<file path="src/rtl/cat_spi_snoop_pkg.sv">
// cat_spi_snoop_pkg
// Shared definitions for the AD9361 SPI snooper:
//   - AD9361 instruction word field positions
//   - 64-bit debug record field positions
//   - decoder FSM state encoding
//   - pack_record(): assembles one debug record from its fields
package cat_spi_snoop_pkg;

  // AD9361 instruction word: wr=instr[15], n=instr[14:12] (bytes-1), addr=instr[9:0]
  localparam int INSTR_W = 16;
  localparam int WR_BIT  = 15;
  localparam int N_MSB   = 14;
  localparam int N_LSB   = 12;
  localparam int N_W     = N_MSB - N_LSB + 1;
  localparam int ADDR_W  = 10;

  // Record layout
  localparam int REC_W         = 64;
  localparam int REC_SEQ_LSB   = 56;
  localparam int REC_SEQ_W     = 8;
  localparam int REC_WR_BIT    = 55;
  localparam int REC_N_LSB     = 52;
  localparam int REC_TRUNC_BIT = 51;
  localparam int REC_OVF_BIT   = 50;
  localparam int REC_ADDR_LSB  = 40;
  localparam int REC_DATA_W    = 32;
  localparam int KEPT_BYTES    = REC_DATA_W / 8;

  typedef enum logic [2:0] {
    ST_ARM   = 3'd0,
    ST_IDLE  = 3'd1,
    ST_SKIP  = 3'd2,
    ST_INSTR = 3'd3,
    ST_DATA  = 3'd4,
    ST_EMIT  = 3'd5
  } state_t;

  // Bits [39:32] of the record are reserved and always zero.
  function automatic logic [REC_W-1:0] pack_record(
    input logic [REC_SEQ_W-1:0]  seq,
    input logic                  wr,
    input logic [N_W-1:0]        n,
    input logic                  trunc,
    input logic                  ovf,
    input logic [ADDR_W-1:0]     addr,
    input logic [REC_DATA_W-1:0] data
  );
    return {seq, wr, n, trunc, ovf, addr, 8'h00, data};
  endfunction

endpackage

</file>
<file path="src/rtl/cat_spi_snoop_fifo.sv">
// cat_spi_snoop_fifo
// Synchronous first-word-fall-through FIFO for debug records. The head entry
// is held in an output register, so dout/valid come straight from flops.
// A push on a full FIFO is accepted only when a pop happens in the same cycle.
// Ports:
//   clk, rst_n : clock, asynchronous active-low reset
//   push, din  : write request and data
//   pop        : read request (ignored when empty)
//   full       : no free entry
//   dout       : head entry (zero when empty)
//   valid      : FIFO not empty
module cat_spi_snoop_fifo
  import cat_spi_snoop_pkg::*;
#(
  parameter int AW = 4,
  parameter int W  = REC_W
) (
  input  logic         clk,
  input  logic         rst_n,
  input  logic         push,
  input  logic [W-1:0] din,
  input  logic         pop,
  output logic         full,
  output logic [W-1:0] dout,
  output logic         valid
);

  localparam int DEPTH = 1 << AW;

  logic [W-1:0]  mem_r [DEPTH];
  logic [AW-1:0] wr_ptr_r;
  logic [AW-1:0] rd_ptr_r;
  logic [AW-1:0] rd_next_s;
  logic [AW:0]   count_r;
  logic [AW:0]   count_next_s;
  logic [W-1:0]  dout_r;
  logic          valid_r;
  logic          pop_ok_s;
  logic          push_ok_s;

  assign full  = (count_r == (AW+1)'(DEPTH));
  assign dout  = dout_r;
  assign valid = valid_r;

  // Accept/pointer/occupancy arithmetic; a pop frees a slot for a same-cycle push
  always_comb begin
    pop_ok_s  = pop & valid_r;
    push_ok_s = push & (~full | pop_ok_s);
    rd_next_s = rd_ptr_r + AW'(pop_ok_s);
    case ({push_ok_s, pop_ok_s})
      2'b10:   count_next_s = count_r + {{AW{1'b0}}, 1'b1};
      2'b01:   count_next_s = count_r - {{AW{1'b0}}, 1'b1};
      default: count_next_s = count_r;
    endcase
  end

  // Storage array (no reset needed; contents are only visible through dout_r)
  always_ff @(posedge clk) begin
    if (push_ok_s) begin
      mem_r[wr_ptr_r] <= din;
    end
  end

  // Pointers, occupancy and the registered head entry
  always_ff @(posedge clk or negedge rst_n) begin
    if (!rst_n) begin
      wr_ptr_r <= '0;
      rd_ptr_r <= '0;
      count_r  <= '0;
      dout_r   <= '0;
      valid_r  <= 1'b0;
    end else begin
      if (push_ok_s) begin
        wr_ptr_r <= wr_ptr_r + {{(AW-1){1'b0}}, 1'b1};
      end
      rd_ptr_r <= rd_next_s;
      count_r  <= count_next_s;
      valid_r  <= (count_next_s != '0);
      // The next head may be the entry being written this very cycle.
      if (count_next_s == '0) begin
        dout_r <= '0;
      end else if (push_ok_s && (wr_ptr_r == rd_next_s)) begin
        dout_r <= din;
      end else begin
        dout_r <= mem_r[rd_next_s];
      end
    end
  end

endmodule

</file>
<file path="src/rtl/cat_spi_snoop.sv">
// cat_spi_snoop
// Passive decoder for the AD9361 SPI debug taps. Oversamples CE/SCLK/MOSI/MISO
// on bus_clk, decodes each transaction (16-bit instruction plus data bytes)
// and emits one 64-bit AXI-stream record per transaction via a small FIFO.
// Never drives the SPI bus.
// Ports:
//   bus_clk, bus_rst_n        : clock, asynchronous active-low reset
//   enb                       : capture enable, looked at only when CE falls
//   spi_ce/sclk/mosi/miso     : asynchronous SPI tap inputs
//   o_tdata/o_tlast/o_tvalid  : record stream (one beat per packet)
//   o_tready                  : stream consumer ready
//   dropped_cnt               : records lost to a full FIFO (saturating)
//   runt_cnt                  : transactions shorter than an instruction (saturating)
//   busy                      : a transaction is being decoded
module cat_spi_snoop
  import cat_spi_snoop_pkg::*;
#(
  parameter int FIFO_AW     = 4,
  parameter bit SAMPLE_RISE = 1'b1
) (
  input  logic        bus_clk,
  input  logic        bus_rst_n,
  input  logic        enb,
  input  logic        spi_ce,
  input  logic        spi_sclk,
  input  logic        spi_mosi,
  input  logic        spi_miso,
  output logic [63:0] o_tdata,
  output logic        o_tlast,
  output logic        o_tvalid,
  input  logic        o_tready,
  output logic [15:0] dropped_cnt,
  output logic [7:0]  runt_cnt,
  output logic        busy
);

  // Synchroniser bit positions
  localparam int L_CE   = 0;
  localparam int L_SCLK = 1;
  localparam int L_MOSI = 2;
  localparam int L_MISO = 3;

  logic [3:0]            meta_r;
  logic [3:0]            sync_r;
  logic                  ce_hist_r;
  logic                  sclk_hist_r;

  logic                  ce_fall_s;
  logic                  ce_rise_s;
  logic                  sclk_edge_s;
  logic                  data_bit_s;
  logic                  trunc_s;
  logic [REC_W-1:0]      record_s;
  logic                  fifo_full_s;
  logic                  fifo_valid_s;
  logic [REC_W-1:0]      fifo_dout_s;
  logic                  fifo_pop_s;
  logic                  push_req_s;
  logic                  push_ok_s;

  state_t                state_r;
  logic                  busy_r;
  logic [3:0]            bitcnt_r;
  logic [INSTR_W-2:0]    instr_sr_r;
  logic                  wr_r;
  logic [N_W-1:0]        n_r;
  logic [ADDR_W-1:0]     addr_r;
  logic [6:0]            byte_sr_r;
  logic [2:0]            bit_in_byte_r;
  logic [3:0]            byte_cnt_r;
  logic [REC_DATA_W-1:0] data_r;
  logic [REC_SEQ_W-1:0]  seq_r;
  logic                  ovf_r;
  logic [15:0]           dropped_cnt_r;
  logic [7:0]            runt_cnt_r;

  // Two-flop synchroniser on every line, plus history flops on CE and SCLK
  always_ff @(posedge bus_clk or negedge bus_rst_n) begin
    if (!bus_rst_n) begin
      meta_r      <= 4'b0000;
      sync_r      <= 4'b0000;
      ce_hist_r   <= 1'b0;
      sclk_hist_r <= 1'b0;
    end else begin
      meta_r      <= {spi_miso, spi_mosi, spi_sclk, spi_ce};
      sync_r      <= meta_r;
      ce_hist_r   <= sync_r[L_CE];
      sclk_hist_r <= sync_r[L_SCLK];
    end
  end

  // Edge detection, data-line selection and record assembly
  always_comb begin
    ce_fall_s = ~sync_r[L_CE] & ce_hist_r;
    ce_rise_s = sync_r[L_CE] & ~ce_hist_r;
    if (SAMPLE_RISE) begin
      sclk_edge_s = sync_r[L_SCLK] & ~sclk_hist_r;
    end else begin
      sclk_edge_s = ~sync_r[L_SCLK] & sclk_hist_r;
    end
    // Writes carry data on MOSI, reads return it on MISO.
    if (wr_r) begin
      data_bit_s = sync_r[L_MOSI];
    end else begin
      data_bit_s = sync_r[L_MISO];
    end
    // Truncated if a byte is partial or the byte count differs from n+1.
    trunc_s  = (bit_in_byte_r != 3'd0) || (byte_cnt_r != ({1'b0, n_r} + 4'd1));
    record_s = pack_record(seq_r, wr_r, n_r, trunc_s, ovf_r, addr_r, data_r);
  end

  // A push into a full FIFO still succeeds when the consumer pops in the same cycle.
  assign fifo_pop_s = fifo_valid_s & o_tready;
  assign push_req_s = (state_r == ST_EMIT);
  assign push_ok_s  = push_req_s & (~fifo_full_s | fifo_pop_s);

  // Transaction decoder FSM with its datapath and counters
  always_ff @(posedge bus_clk or negedge bus_rst_n) begin
    if (!bus_rst_n) begin
      state_r       <= ST_ARM;
      busy_r        <= 1'b0;
      bitcnt_r      <= 4'd0;
      instr_sr_r    <= '0;
      wr_r          <= 1'b0;
      n_r           <= '0;
      addr_r        <= '0;
      byte_sr_r     <= 7'd0;
      bit_in_byte_r <= 3'd0;
      byte_cnt_r    <= 4'd0;
      data_r        <= '0;
      seq_r         <= '0;
      ovf_r         <= 1'b0;
      dropped_cnt_r <= 16'd0;
      runt_cnt_r    <= 8'd0;
    end else begin
      case (state_r)
        // Wait for an idle bus so a transaction already in flight is never decoded.
        ST_ARM: begin
          if (sync_r[L_CE]) begin
            state_r <= ST_IDLE;
          end
        end
        ST_IDLE: begin
          if (ce_fall_s) begin
            if (enb) begin
              state_r       <= ST_INSTR;
              busy_r        <= 1'b1;
              bitcnt_r      <= 4'd0;
              instr_sr_r    <= '0;
              byte_sr_r     <= 7'd0;
              bit_in_byte_r <= 3'd0;
              byte_cnt_r    <= 4'd0;
              data_r        <= '0;
            end else begin
              state_r <= ST_SKIP;
            end
          end
        end
        ST_SKIP: begin
          if (ce_rise_s) begin
            state_r <= ST_IDLE;
          end
        end
        ST_INSTR: begin
          if (ce_rise_s) begin
            // Still in INSTR means fewer than 16 bits arrived.
            state_r <= ST_IDLE;
            busy_r  <= 1'b0;
            if (runt_cnt_r != 8'hFF) begin
              runt_cnt_r <= runt_cnt_r + 8'd1;
            end
          end else if (sclk_edge_s) begin
            instr_sr_r <= {instr_sr_r[INSTR_W-3:0], sync_r[L_MOSI]};
            bitcnt_r   <= bitcnt_r + 4'd1;
            if (bitcnt_r == 4'd15) begin
              // instr_sr_r holds instr[15:1]; the live bit is instr[0].
              wr_r    <= instr_sr_r[WR_BIT-1];
              n_r     <= instr_sr_r[N_MSB-1:N_LSB-1];
              addr_r  <= {instr_sr_r[ADDR_W-2:0], sync_r[L_MOSI]};
              state_r <= ST_DATA;
            end
          end
        end
        ST_DATA: begin
          if (ce_rise_s) begin
            state_r <= ST_EMIT;
          end else if (sclk_edge_s) begin
            byte_sr_r     <= {byte_sr_r[5:0], data_bit_s};
            bit_in_byte_r <= bit_in_byte_r + 3'd1;
            if (bit_in_byte_r == 3'd7) begin
              if (byte_cnt_r < 4'(KEPT_BYTES)) begin
                case (byte_cnt_r[1:0])
                  2'd0:    data_r[31:24] <= {byte_sr_r, data_bit_s};
                  2'd1:    data_r[23:16] <= {byte_sr_r, data_bit_s};
                  2'd2:    data_r[15:8]  <= {byte_sr_r, data_bit_s};
                  2'd3:    data_r[7:0]   <= {byte_sr_r, data_bit_s};
                  default: data_r        <= data_r;
                endcase
              end
              if (byte_cnt_r != 4'd15) begin
                byte_cnt_r <= byte_cnt_r + 4'd1;
              end
            end
          end
        end
        // Record goes into the FIFO this cycle; seq advances even on a drop.
        ST_EMIT: begin
          state_r <= ST_IDLE;
          busy_r  <= 1'b0;
          seq_r   <= seq_r + 8'd1;
          if (push_ok_s) begin
            ovf_r <= 1'b0;
          end else begin
            ovf_r <= 1'b1;
            if (dropped_cnt_r != 16'hFFFF) begin
              dropped_cnt_r <= dropped_cnt_r + 16'd1;
            end
          end
        end
        default: begin
          state_r <= ST_ARM;
          busy_r  <= 1'b0;
        end
      endcase
    end
  end

  cat_spi_snoop_fifo #(
    .AW (FIFO_AW),
    .W  (REC_W)
  ) u_fifo (
    .clk   (bus_clk),
    .rst_n (bus_rst_n),
    .push  (push_ok_s),
    .din   (record_s),
    .pop   (fifo_pop_s),
    .full  (fifo_full_s),
    .dout  (fifo_dout_s),
    .valid (fifo_valid_s)
  );

  assign o_tdata     = fifo_dout_s;
  assign o_tvalid    = fifo_valid_s;
  assign o_tlast     = fifo_valid_s;
  assign dropped_cnt = dropped_cnt_r;
  assign runt_cnt    = runt_cnt_r;
  assign busy        = busy_r;

endmodule

</file>
<file path="config.mk">
export PLATFORM = sky130hd
export DESIGN_NAME = cat_spi_snoop
export DESIGN_NICKNAME = d
export VERILOG_FILES = /design/src/rtl/cat_spi_snoop_pkg.sv /design/src/rtl/cat_spi_snoop_fifo.sv /design/src/rtl/cat_spi_snoop.sv
export SDC_FILE = /design/constraint.sdc
export NUM_CORES = 1
export LEC_CHECK = 0
export BUFFER_PORTS_ARGS = -buffer_cell sky130_fd_sc_hd__buf_2
export CORE_ASPECT_RATIO = 1.4
export CORE_MARGIN = 2
export CORE_UTILIZATION = 27
export DETAILED_ROUTE_END_ITERATION = 8
export SETUP_SLACK_MARGIN = 0.2
export SYNTH_ARGS = -nofsm -noshare
export SYNTH_HDL_FRONTEND = slang
export SYNTH_SLANG_ARGS = --single-unit
</file>
<file path="constraint.sdc">
create_clock -name bus_clk -period 8.48 [get_ports bus_clk]
set_input_delay 0 -clock bus_clk [delete_from_list [all_inputs] [get_ports bus_clk]]
set_output_delay 0 -clock bus_clk [all_outputs]
set_load 0.02 [all_outputs]
</file>
==> results.tsv, run 1 <==
stage	metric	value	unit
die	row count	171	
critical_path	Worst setup EP type	flop	
clock_tree	clk sink count	1092	
critical_path	r2r endpoint	u_fifo.dout[28]	
clock_tree	H-tree depth	3	
placement	port bufs	90	
clock_tree	clock latency on the worst-skew pair	0.70	ns
grt	largest net degree at the start of global routing	91	
grt	GRT overflow	0	
logic_synthesis	Primary FF master, synth	edfxtp_1	
timing	final setup fails	0	
logic_synthesis	count leader, synth	edfxtp_1	
clock_tree	post-cts resize count	0	
logic_synthesis	Synth cell types	60	
power_and_ir_drop	Final Total Pwr	0.01402	W
clock_tree	CTS Buf Count	97	
critical_path	CP Data Required Time	9.01	ns
timing	hold violation count in the final report	0	
power_and_ir_drop	Pwr per Cell Area	290.1	mW/mm^2
clock_tree	TritonCTS clock tree	done	
die	die width	337.4	um
critical_path	Reg2Reg Depth	14	
detailed_routing	via count	20440	
timing	RSZ-0062 raised after global routing	no	
detailed_routing	max layer used	met5	
critical_path	critical path class	reg2reg	
critical_path	reg-to-reg setup timing slack	3.76	ns
finish	Area Overhead vs Synth	15.03	%
detailed_routing	DR WL/cell	23.23	um
timing	fin crit share	0.5564	
finish	share of cells above drive strength 1	0.2601	
timing	Max Slew Vio Count	0	
detailed_routing	Final ANT Viol Nets	0	
logic_synthesis	largest area contributor in the netlist	edfxtp_1	
worst_hold_path	worst hold path class	reg2reg	
placement	Place WS	3.795	ns
detailed_routing	DR WL met2	52250	um
timing	min cycle time layout	4.718	ns
clock_tree	hold_buf cts	13	
run	Max Cap Viol	0	
critical_path	worst r2r src	state_r[1]	
logic_synthesis	Cell Area, Synth	0.04202	mm^2
power_and_ir_drop	Leak Pwr	17.39	nW
timing	actual slew at the worst max-slew pin	1.128	ns
detailed_routing	DR iter-0 viols	1690	
logic_synthesis	Seq/Total Area, Yosys	0.7571	
logic_synthesis	Syn Area/Cell	20.19	um^2
timing	Max Freq	211.9	MHz
detailed_routing	DRT Wirelength	101400	um
logic_synthesis	Syn Inst Count	2081	
clock_tree	setup repair bufs after CTS	0	
logic_synthesis	asr flop ratio synth	0.1795	
grt	first-pass GRT wire length	146600	um
timing	Max-slew headroom	0.2481	
grt	vias in the first global route	21280	
placement	detailed placement HPWL	52040	um
outcome	outcome	complete, no violations	
critical_path	WP data arrival	5.25	ns
clock_tree	root buf cell	clkbuf_16	
timing	worst setup margin	3.762	ns
detailed_routing	# DRC	0	
critical_path	Startpoint Class	flop	
logic_synthesis	leading post-synthesis cells by cell area	edfxtp_1, mux4_2, dfrtp_1	
power_and_ir_drop	Max rail drop VDD	0.2821	mV
logic_synthesis	post-synth top area share	0.6403	
finish	Final Util	0.3120	
logic_synthesis	number of synthesized flops with an enable pin	896	
clock_tree	Clock Path Buffers	3	
critical_path	Critical Path Fanout Max	41	
detailed_routing	vias per cell	4.682	
critical_path	Critical path destination	u_fifo.dout[28]	
placement	GP Congestion	0.7505	
detailed_routing	met3 wire length	5419	um
grt	GRT Total Usage	0.1269	
logic_synthesis	Yosys warning total	0	
clock_tree	Reg clk slew, reported paths	0.07	ns
logic_synthesis	Post-synth top cells	edfxtp_1, mux4_2, dfrtp_1	
critical_path	Worst Setup SP	state_r[1]	
grt	initial antenna violation count	8	
timing	Max Clock Skew	0.02698	ns
die	IO Pins	99	
die	die height	470.8	um
logic_synthesis	#FFs+latches synth	1092	
timing	Fin Setup TNS	0	ns
die	Initial Utilization	0.2713	
finish	final net count	2233	
detailed_routing	1st-pass router iterations	5	
detailed_routing	met1 WL	41440	um
die	core box area	0.1549	mm^2
die	Die ar.	0.1588	mm^2
## final cells by class
class	count	area, um^2
diodes	2	5.005
clock buffers	125	2644
clock inverters	58	640.6
fillers	14910	106600
inverters	18	67.56
multi-input cells	854	9664
flip-flops and latches	1092	31810
well taps	2076	2597
repair buffers	141	905.9
## cell usage in the layout (no fill, tap or decap), types with 6 or more instances in the layout
cell	instances
edfxtp_1	896
mux4_2	224
dfrtp_1	196
a22o_1	132
clkbuf_16	98
buf_2	89
nand2_1	87
a21oi_1	64
o21ai_1	57
mux2_2	49
buf_4	37
xnor2_1	30
xor2_1	19
ha_1	19
clkinv_2	19
nor2_1	18
clkbuf_1	18
inv_1	17
nand3_1	17
clkinv_1	14
dlygate4sd3_1	12
o21ai_0	11
nand4_1	11
bufinv_16	11
clkbuf_8	9
and2_1	8
and3_1	8
mux2_1	8
conb_1	8
and4_4	7
nor3_1	6
clkinv_8	6
## flip-flops by register name (all words and copies together) (netlist names), 3 cells and up
signal / count
bit_in_byte_r: 3
sync_r: 4
seq_r: 8
state_r: 3
bitcnt_r: 4
addr_r: 10
u_fifo.count_r: 5
data_r: 32
u_fifo.dout: 56
byte_sr_r: 7
byte_cnt_r: 4
n_r: 3
meta_r: 4
dropped_cnt: 16
u_fifo.rd_ptr_r: 4
u_fifo.mem_r: 896
runt_cnt: 8
instr_sr_r: 15
u_fifo.wr_ptr_r: 4
## critical path: stages, from the launching register on
cell and delay (ns):
dfrtp_1 0.54, inv_1 0.19, nand3_1 0.21, a31oi_2 0.65
inv_1 0.21, ha_1 0.37, xor2_1 0.18, ha_1 0.22
and3b_1 0.16, o21ai_0 0.16, a21oi_1 0.11, xnor2_1 0.19
and4_4 0.49, buf_4 0.70, a21oi_1 0.12
## report_power, final
part           total [W]  internal (W)  leakage (nW)  switching (W)
sequential       0.00608       0.00590          11.9       0.000182
combinational    0.00341       0.00135          3.88        0.00206
clock            0.00453       0.00256          1.61        0.00198
## routing by layer
layer  GRT usage  up-vias
li1            -     8670
met5           0        -
met2      0.2210      605
met1      0.1621    11020
met3     0.02076      145
met4     0.03556        2
## metrics by stage
step / hold WS, ns / cells / instance area [um^2]
global placement: 0.1096 / 4168 / 44900
finish: 0.3436 / 4366 / 48340
floorplan: -0.2956 / 2088 / 42040
CTS: 0.3535 / 4364 / 48330
detailed placement: 0.1105 / 4168 / 44900
global route: 0.3583 / 4365 / 48330
## how the worst min path moves through the flow
stage                     startpoint  slack (ns)  cells after the start         endpoint
final                      meta_r[3]        0.34                      0        sync_r[3]
after global routing       meta_r[3]        0.36                      0        sync_r[3]
after global placement     bus_rst_n        0.11                      1  u_fifo.dout[60]
after detailed placement    spi_mosi        0.11                      1        meta_r[2]
after floorplan            bus_rst_n       -0.30                      0        addr_r[0]
after CTS                  meta_r[3]        0.35                      0        sync_r[3]
## cell families after synthesis
kind of cell | after synthesis | synth area share
AOI/OAI and AO/OA | 282 | 0.04723
xor gates and xnor gates | 50 | 0.01060
adders and majority gates | 21 | 0.006253
other | 1 | 0.00008925
muxes | 282 | 0.1356
buffers and inverters | 142 | 0.01671
and+or+nand+nor | 211 | 0.02647
DFF | 1092 | 0.7571
No activity file was read; power rests on OpenSTA's default activity.
==> run 2: changes to the inputs <==
==> constraint.sdc (replaced) <==
create_clock -name bus_clk -period 4.7 [get_ports bus_clk]
set_input_delay 0 -clock bus_clk [delete_from_list [all_inputs] [get_ports bus_clk]]
set_output_delay 0 -clock bus_clk [all_outputs]
set_load 0.02 [all_outputs]
==> run 2 against run 1 <==
  * Flip-flop and latch count is the same
  * Worst setup slack worse by 2.9 ns
  * Combinational power up 86%
  * Sequential share of layout area decreased by 0.34 points
  * Sequential power increased by 79%
  * Core utilization increased by 0.16 points
  * Global-route usage shrank 0.099 points
  * Worst hold slack got worse by 0.056 ns
  * Count of clock-buffer cells in the layout rose by 12
==> results.tsv, run 2 (same netlist as run 1, synthesis figures left out) <==
stage	metric	value	unit	change
grt	largest net degree at the start of global routing	149		+64%
critical_path	Startpoint Class	flop		
clock_tree	clk sink count	1092		unchanged
die	IO Pins	99		unchanged
timing	hold violation count in the final report	0		unchanged
critical_path	reg-to-reg setup timing slack	0.83	ns	-2.93 ns
die	Initial Utilization	0.2713		unchanged
placement	port bufs	90		unchanged
detailed_routing	via count	20440		-0.015%
finish	Multi-input gate area	0.009664	mm^2	unchanged
detailed_routing	vias per cell	4.668		-0.31%
timing	Max Clock Skew	0.03641	ns	+0.009433 ns
critical_path	Reg2Reg Depth	14		unchanged
critical_path	CP Data Required Time	5.26	ns	-3.75 ns
timing	Max-slew headroom	0.2695		+0.02139
finish	final net count	2246		+0.58%
run	Max Cap Viol	0		unchanged
finish	most frequent cells in the layout	edfxtp_1, mux4_2, dfrtp_1		
detailed_routing	DR WL/cell	23.00	um	-0.97%
timing	RSZ-0062 raised after global routing	no		
finish	fillers	14900		-0.11%
timing	actual slew at the worst max-slew pin	1.096	ns	-0.03208 ns
critical_path	Worst setup EP type	flop		
critical_path	Critical Path Fanout Max	25		-39%
critical_path	critical path class	reg2reg		
die	row count	171		unchanged
placement	GP Congestion	0.7425		-1.1%
clock_tree	Reg clk slew, reported paths	0.06	ns	about the same
grt	vias in the first global route	21520		+1.1%
grt	first-pass GRT wire length	146200	um	-0.28%
clock_tree	TritonCTS clock tree	done		
critical_path	WP data arrival	4.43	ns	-0.82 ns
finish	Largest register FFs	896		unchanged
detailed_routing	1st-pass router iterations	5		unchanged
die	die width	337.4	um	unchanged
clock_tree	root buf cell	clkbuf_16		
die	die height	470.8	um	unchanged
timing	Max Freq	258.5	MHz	+22%
timing	Max Slew Vio Count	0		unchanged
worst_hold_path	worst hold path class	in2async		
detailed_routing	DR iter-0 viols	1606		-5.0%
detailed_routing	# DRC	0		unchanged
detailed_routing	DRT Wirelength	100700	um	-0.68%
finish	Reg area	0.03181	mm^2	unchanged
clock_tree	clock latency on the worst-skew pair	0.71	ns	about the same
die	core box area	0.1549	mm^2	unchanged
critical_path	worst r2r src	state_r[1]		
outcome	outcome	complete, no violations		
timing	fin crit share	0.8232		+0.2668
timing	min cycle time layout	3.869	ns	-0.8494 ns
placement	detailed placement HPWL	53300	um	+2.4%
clock_tree	CTS Buf Count	97		unchanged
detailed_routing	Final ANT Viol Nets	0		unchanged
clock_tree	H-tree depth	3		unchanged
power_and_ir_drop	Final Total Pwr	0.02562	W	+83%
power_and_ir_drop	Leak Pwr	17.58	nW	+1.1%
grt	initial antenna violation count	4		-4
grt	GRT overflow	0		unchanged
grt	GRT Total Usage	0.1259		-0.0009919
critical_path	r2r endpoint	u_fifo.dout[53]		
power_and_ir_drop	Max rail drop VDD	0.7496	mV	+170%
power_and_ir_drop	Pwr per Cell Area	527.3	mW/mm^2	+82%
timing	hold slack	0.2874	ns	-0.05620 ns
finish	commonest non-fill, non-tap cell in the layout	edfxtp_1		
finish	Area Overhead vs Synth	15.64	%	
clock_tree	Clock Path Buffers	3		unchanged
finish	Reg with most FFs	u_fifo.mem_r		
timing	final setup fails	0		unchanged
finish	share of cells above drive strength 1	0.2634		+0.003311
die	Die ar.	0.1588	mm^2	unchanged
## run 2: what timing repair did
item,CTS,global route
buffers inserted,0,0
setup endpoints to repair,0,0
gates resized for setup,0,0
endpoints found under the hold margin,101,0
hold buffers,13,0
## run 2: stage by stage
step	TNS (ns)	setup slack, ns	instances	util	instance area [um^2]
after floorplan	-292.03	-1.313	2088	-	42040
after global placement	0	0.9079	4181	0.2912	45110
after detailed placement	0	0.8942	4181	0.2912	45110
after CTS	0	0.8395	4377	0.3136	48580
after global routing	0	0.5726	4378	0.3136	48590
final	0	0.8311	4379	0.3137	48590
## run 2: area by class of cell
| class | count | share of cell area |
|---|---|---|
| Clock buffer | 137 | 0.05640 |
| Timing Repair Buffer | 154 | 0.02297 |
| Clock inverter | 46 | 0.01208 |
| Sequential cell | 1092 | 0.6547 |
| Tap cell | 2076 | 0.05346 |
| Inverter | 18 | 0.001391 |
| Antenna cell | 2 | 0.0001030 |
| Multi-Input combinational cell | 854 | 0.1989 |
## run 2: worst max-delay path by stage
stage | start | endpoint | slack, ns | cells past startpoint
after floorplan | state_r[1] | u_fifo.mem_r[5][0] | -1.31 | 6
after global placement | state_r[1] | u_fifo.dout[48] | 0.91 | 14
after detailed placement | state_r[1] | u_fifo.dout[55] | 0.89 | 14
after CTS | state_r[1] | u_fifo.dout[55] | 0.84 | 14
after global routing | state_r[1] | u_fifo.dout[55] | 0.57 | 14
final | state_r[1] | u_fifo.dout[53] | 0.83 | 14
## run 2: where the power goes
| group | switching, W | total (W) | internal (W) |
|---|---|---|---|
| registers | 0.000309 | 0.0109 | 0.0106 |
| logic | 0.00380 | 0.00633 | 0.00253 |
| clock network | 0.00362 | 0.00834 | 0.00472 |
## run 2: worst max-delay path, stage by stage, from the launching register on
cell and delay (ns):
dfrtp_1 0.53, inv_1 0.19, nand3_1 0.19, a31oi_2 0.23, inv_1 0.11, ha_1 0.32, xor2_1 0.18, ha_1 0.22
and3b_1 0.16, o21ai_0 0.16, a21oi_1 0.10, xnor2_1 0.19, and4_4 0.63, buf_4 0.40, a21oi_1 0.08
## run 2: metal layers
metal / global-route usage / wire length, um
met4: 0.04716 / 3260
met1: 0.1557 / 40370
met2: 0.2174 / 51420
met3: 0.02348 / 5651
met5: 0 / 11
==> run 3: changes to the inputs <==
==> constraint.sdc (replaced) <==
create_clock -name bus_clk -period 3.35 [get_ports bus_clk]
set_input_delay 0 -clock bus_clk [delete_from_list [all_inputs] [get_ports bus_clk]]
set_output_delay 0 -clock bus_clk [all_outputs]
set_load 0.02 [all_outputs]
==> run 3 against run 2 <==
  * First-iteration DRC count rose by 5.7%
  * Register-to-register slack worse by 0.45 ns
  * Clock power grew 39%
==> results.tsv, run 3 (same netlist as run 1, synthesis figures left out) <==
stage	metric	value	unit	change
finish	Final Util	0.3185		+0.004822
critical_path	Worst Setup SP	state_r[1]		
die	Die ar.	0.1588	mm^2	unchanged
detailed_routing	DR WL met2	53950	um	+4.9%
critical_path	Startpoint Class	flop		
finish	Area Overhead vs Synth	17.41	%	
critical_path	CP max stage delay	0.38	ns	-0.25 ns
critical_path	critical path cell sequence	inv_1 -> nand3_1 -> a31oi_2 -> inv_2 -> ha_4 -> xor2_1 -> ha_1 -> and3b_1 -> o21ai_1 -> a21oi_2 -> xnor2_1 -> and4_4 -> buf_12 -> buf_16 -> a21oi_1		
power_and_ir_drop	Max rail drop VDD	0.6644	mV	-11%
timing	final setup fails	0		unchanged
clock_tree	clk sink count	1092		unchanged
detailed_routing	met3 wire length	5734	um	+1.5%
power_and_ir_drop	Leak Pwr	17.81	nW	+1.3%
timing	Fin Setup TNS	0	ns	unchanged
critical_path	CP max stage cell	dfrtp_1		
die	Initial Utilization	0.2713		unchanged
clock_tree	clock latency on the worst-skew pair	0.71	ns	about the same
run	Max Cap Viol	0		unchanged
clock_tree	TritonCTS clock tree	done		
grt	initial antenna violation count	8		+4
detailed_routing	DR iter-0 viols	1697		+5.7%
finish	share of cells above drive strength 1	0.2746		+0.01127
critical_path	critical path class	reg2reg		
power_and_ir_drop	Pwr per Cell Area	740.6	mW/mm^2	+40%
timing	actual slew at the worst max-slew pin	0.8060	ns	-0.2897 ns
worst_hold_path	Hold Path Sink	meta_r[2]		
clock_tree	root buf cell	clkbuf_16		
clock_tree	Reg clk slew, reported paths	0.07	ns	about the same
detailed_routing	DRT Wirelength	104500	um	+3.8%
grt	GRT overflow	0		unchanged
detailed_routing	via count	20810		+1.8%
clock_tree	CTS Buf Count	95		-2.1%
grt	GRT Total Usage	0.1296		+0.003728
finish	Reg with most FFs	u_fifo.mem_r		
worst_hold_path	min-delay src	spi_mosi		
die	core box area	0.1549	mm^2	unchanged
critical_path	worst r2r src	state_r[1]		
timing	Max Freq	337.2	MHz	+30%
timing	fin crit share	0.8853		+0.06215
finish	final net count	2280		+1.5%
placement	GP Congestion	0.7055		-5.0%
critical_path	reg-to-reg setup timing slack	0.38	ns	-0.45 ns
critical_path	Worst setup EP type	flop		
critical_path	WP data arrival	3.53	ns	-0.90 ns
critical_path	Critical Path Fanout Max	16		-36%
finish	most frequent cells in the layout	edfxtp_1, mux4_2, dfrtp_1		
critical_path	CP Data Required Time	3.91	ns	-1.35 ns
critical_path	Reg2Reg Depth	15		+1
grt	first-pass GRT wire length	149900	um	+2.6%
timing	min cycle time layout	2.966	ns	-0.9031 ns
detailed_routing	Final ANT Viol Nets	0		unchanged
timing	Max Slew Vio Count	0		unchanged
die	IO Pins	99		unchanged
finish	commonest non-fill, non-tap cell in the layout	edfxtp_1		
timing	Max-slew headroom	0.4626		+0.1931
timing	RSZ-0062 raised after global routing	no		
power_and_ir_drop	Final Total Pwr	0.03654	W	+43%
detailed_routing	vias per cell	4.717		+1.1%
clock_tree	H-tree depth	3		unchanged
detailed_routing	met1 WL	42450	um	+5.2%
critical_path	r2r endpoint	u_fifo.dout[9]		
die	die width	337.4	um	unchanged
die	row count	171		unchanged
detailed_routing	max layer used	met5		
worst_hold_path	Hold Path Depth	2		
placement	port bufs	90		unchanged
finish	Largest register FFs	896		unchanged
outcome	outcome	complete, no violations		
placement	detailed placement HPWL	54660	um	+2.6%
detailed_routing	DR WL/cell	23.70	um	+3.0%
timing	hold violation count in the final report	0		unchanged
detailed_routing	1st-pass router iterations	5		unchanged
worst_hold_path	worst hold path class	in2reg		
grt	vias in the first global route	21420		-0.45%
grt	largest net degree at the start of global routing	108		-28%
timing	Max Clock Skew	0.03236	ns	-0.004053 ns
die	die height	470.8	um	unchanged
clock_tree	Clock Path Buffers	3		unchanged
detailed_routing	# DRC	0		unchanged
==> run 3: cell types whose count changed in the layout (fill, tap and decap cells not counted), sizes merged <==
cell,previous run,this run
clkinv,24,17
clkinvlp,2,3
buf,142,177
inv,27,24
dlygate4sd3,12,11
clkbuf,137,146
diode,2,1
bufinv,11,10
==> run 3: worst max-delay path by stage <==
stage / end / slack, ns / depth (start not counted)
3_5_place_dp: u_fifo.dout[12] / 0.19 / 13
4_1_cts: u_fifo.dout[9] / 0.22 / 13
5_1_grt: u_fifo.dout[9] / 0.20 / 15
6_report: u_fifo.dout[9] / 0.38 / 15
2_1_floorplan: u_fifo.mem_r[7][0] / 0.25 / 6
3_3_place_gp: u_fifo.dout[17] / 0.33 / 13
==> run 3: critical path: cells and delay by family, from the launching register on <==
kind            cells  cell delay [ns]
simple gates        3             0.60
compound gates      4             0.52
buf+inv             4             0.51
fa+ha+maj           2             0.41
flops               1             0.38
xor+xnor            2             0.36
==> run 3: layout make-up <==
type,instances,area [um^2]
timing repair buffer,190,1836
tap,2076,2597
clock inverter,36,528.0
antenna,1,2.502
clock buffer,144,2780
sequential,1092,31810
inverter,18,67.56
fill,14850,105600
multi-input combinational,854,9713
==> run 3: what timing repair did <==
| action | CTS | global route |
|---|---|---|
| gates cloned | 0 | 3 |
| hold buffers | 12 | 0 |
| pin swaps | 0 | 4 |
| endpoints found under the setup margin | 22 | 57 |
| gates resized for setup | 1 | 5 |
| endpoints found under the hold margin | 213 | 0 |
| setup buffers | 0 | 4 |
==> run 3: metrics by stage <==
stage	setup WS, ns	hold slack, ns	area, um^2	std cells
floorplan	0.2479	-0.2956	42110	2088
global placement	0.3262	-0.1120	45750	4211
detailed placement	0.1898	-0.1092	45750	4211
CTS	0.2232	0.003750	49190	4403
global route	0.2037	0.03354	49330	4411
finish	0.3842	0.04819	49330	4411
==> run 3: report_power, final <==
group	internal [W]	switching, W
clock network	0.00658	0.00502
registers	0.0149	0.000425
logic	0.00405	0.00554
==> run 3: metal layers <==
layer,vias up,track usage
met2,600,0.2260
met4,2,0.03907
met1,11290,0.1642
met3,160,0.02125
met5,-,0
li1,8758,-
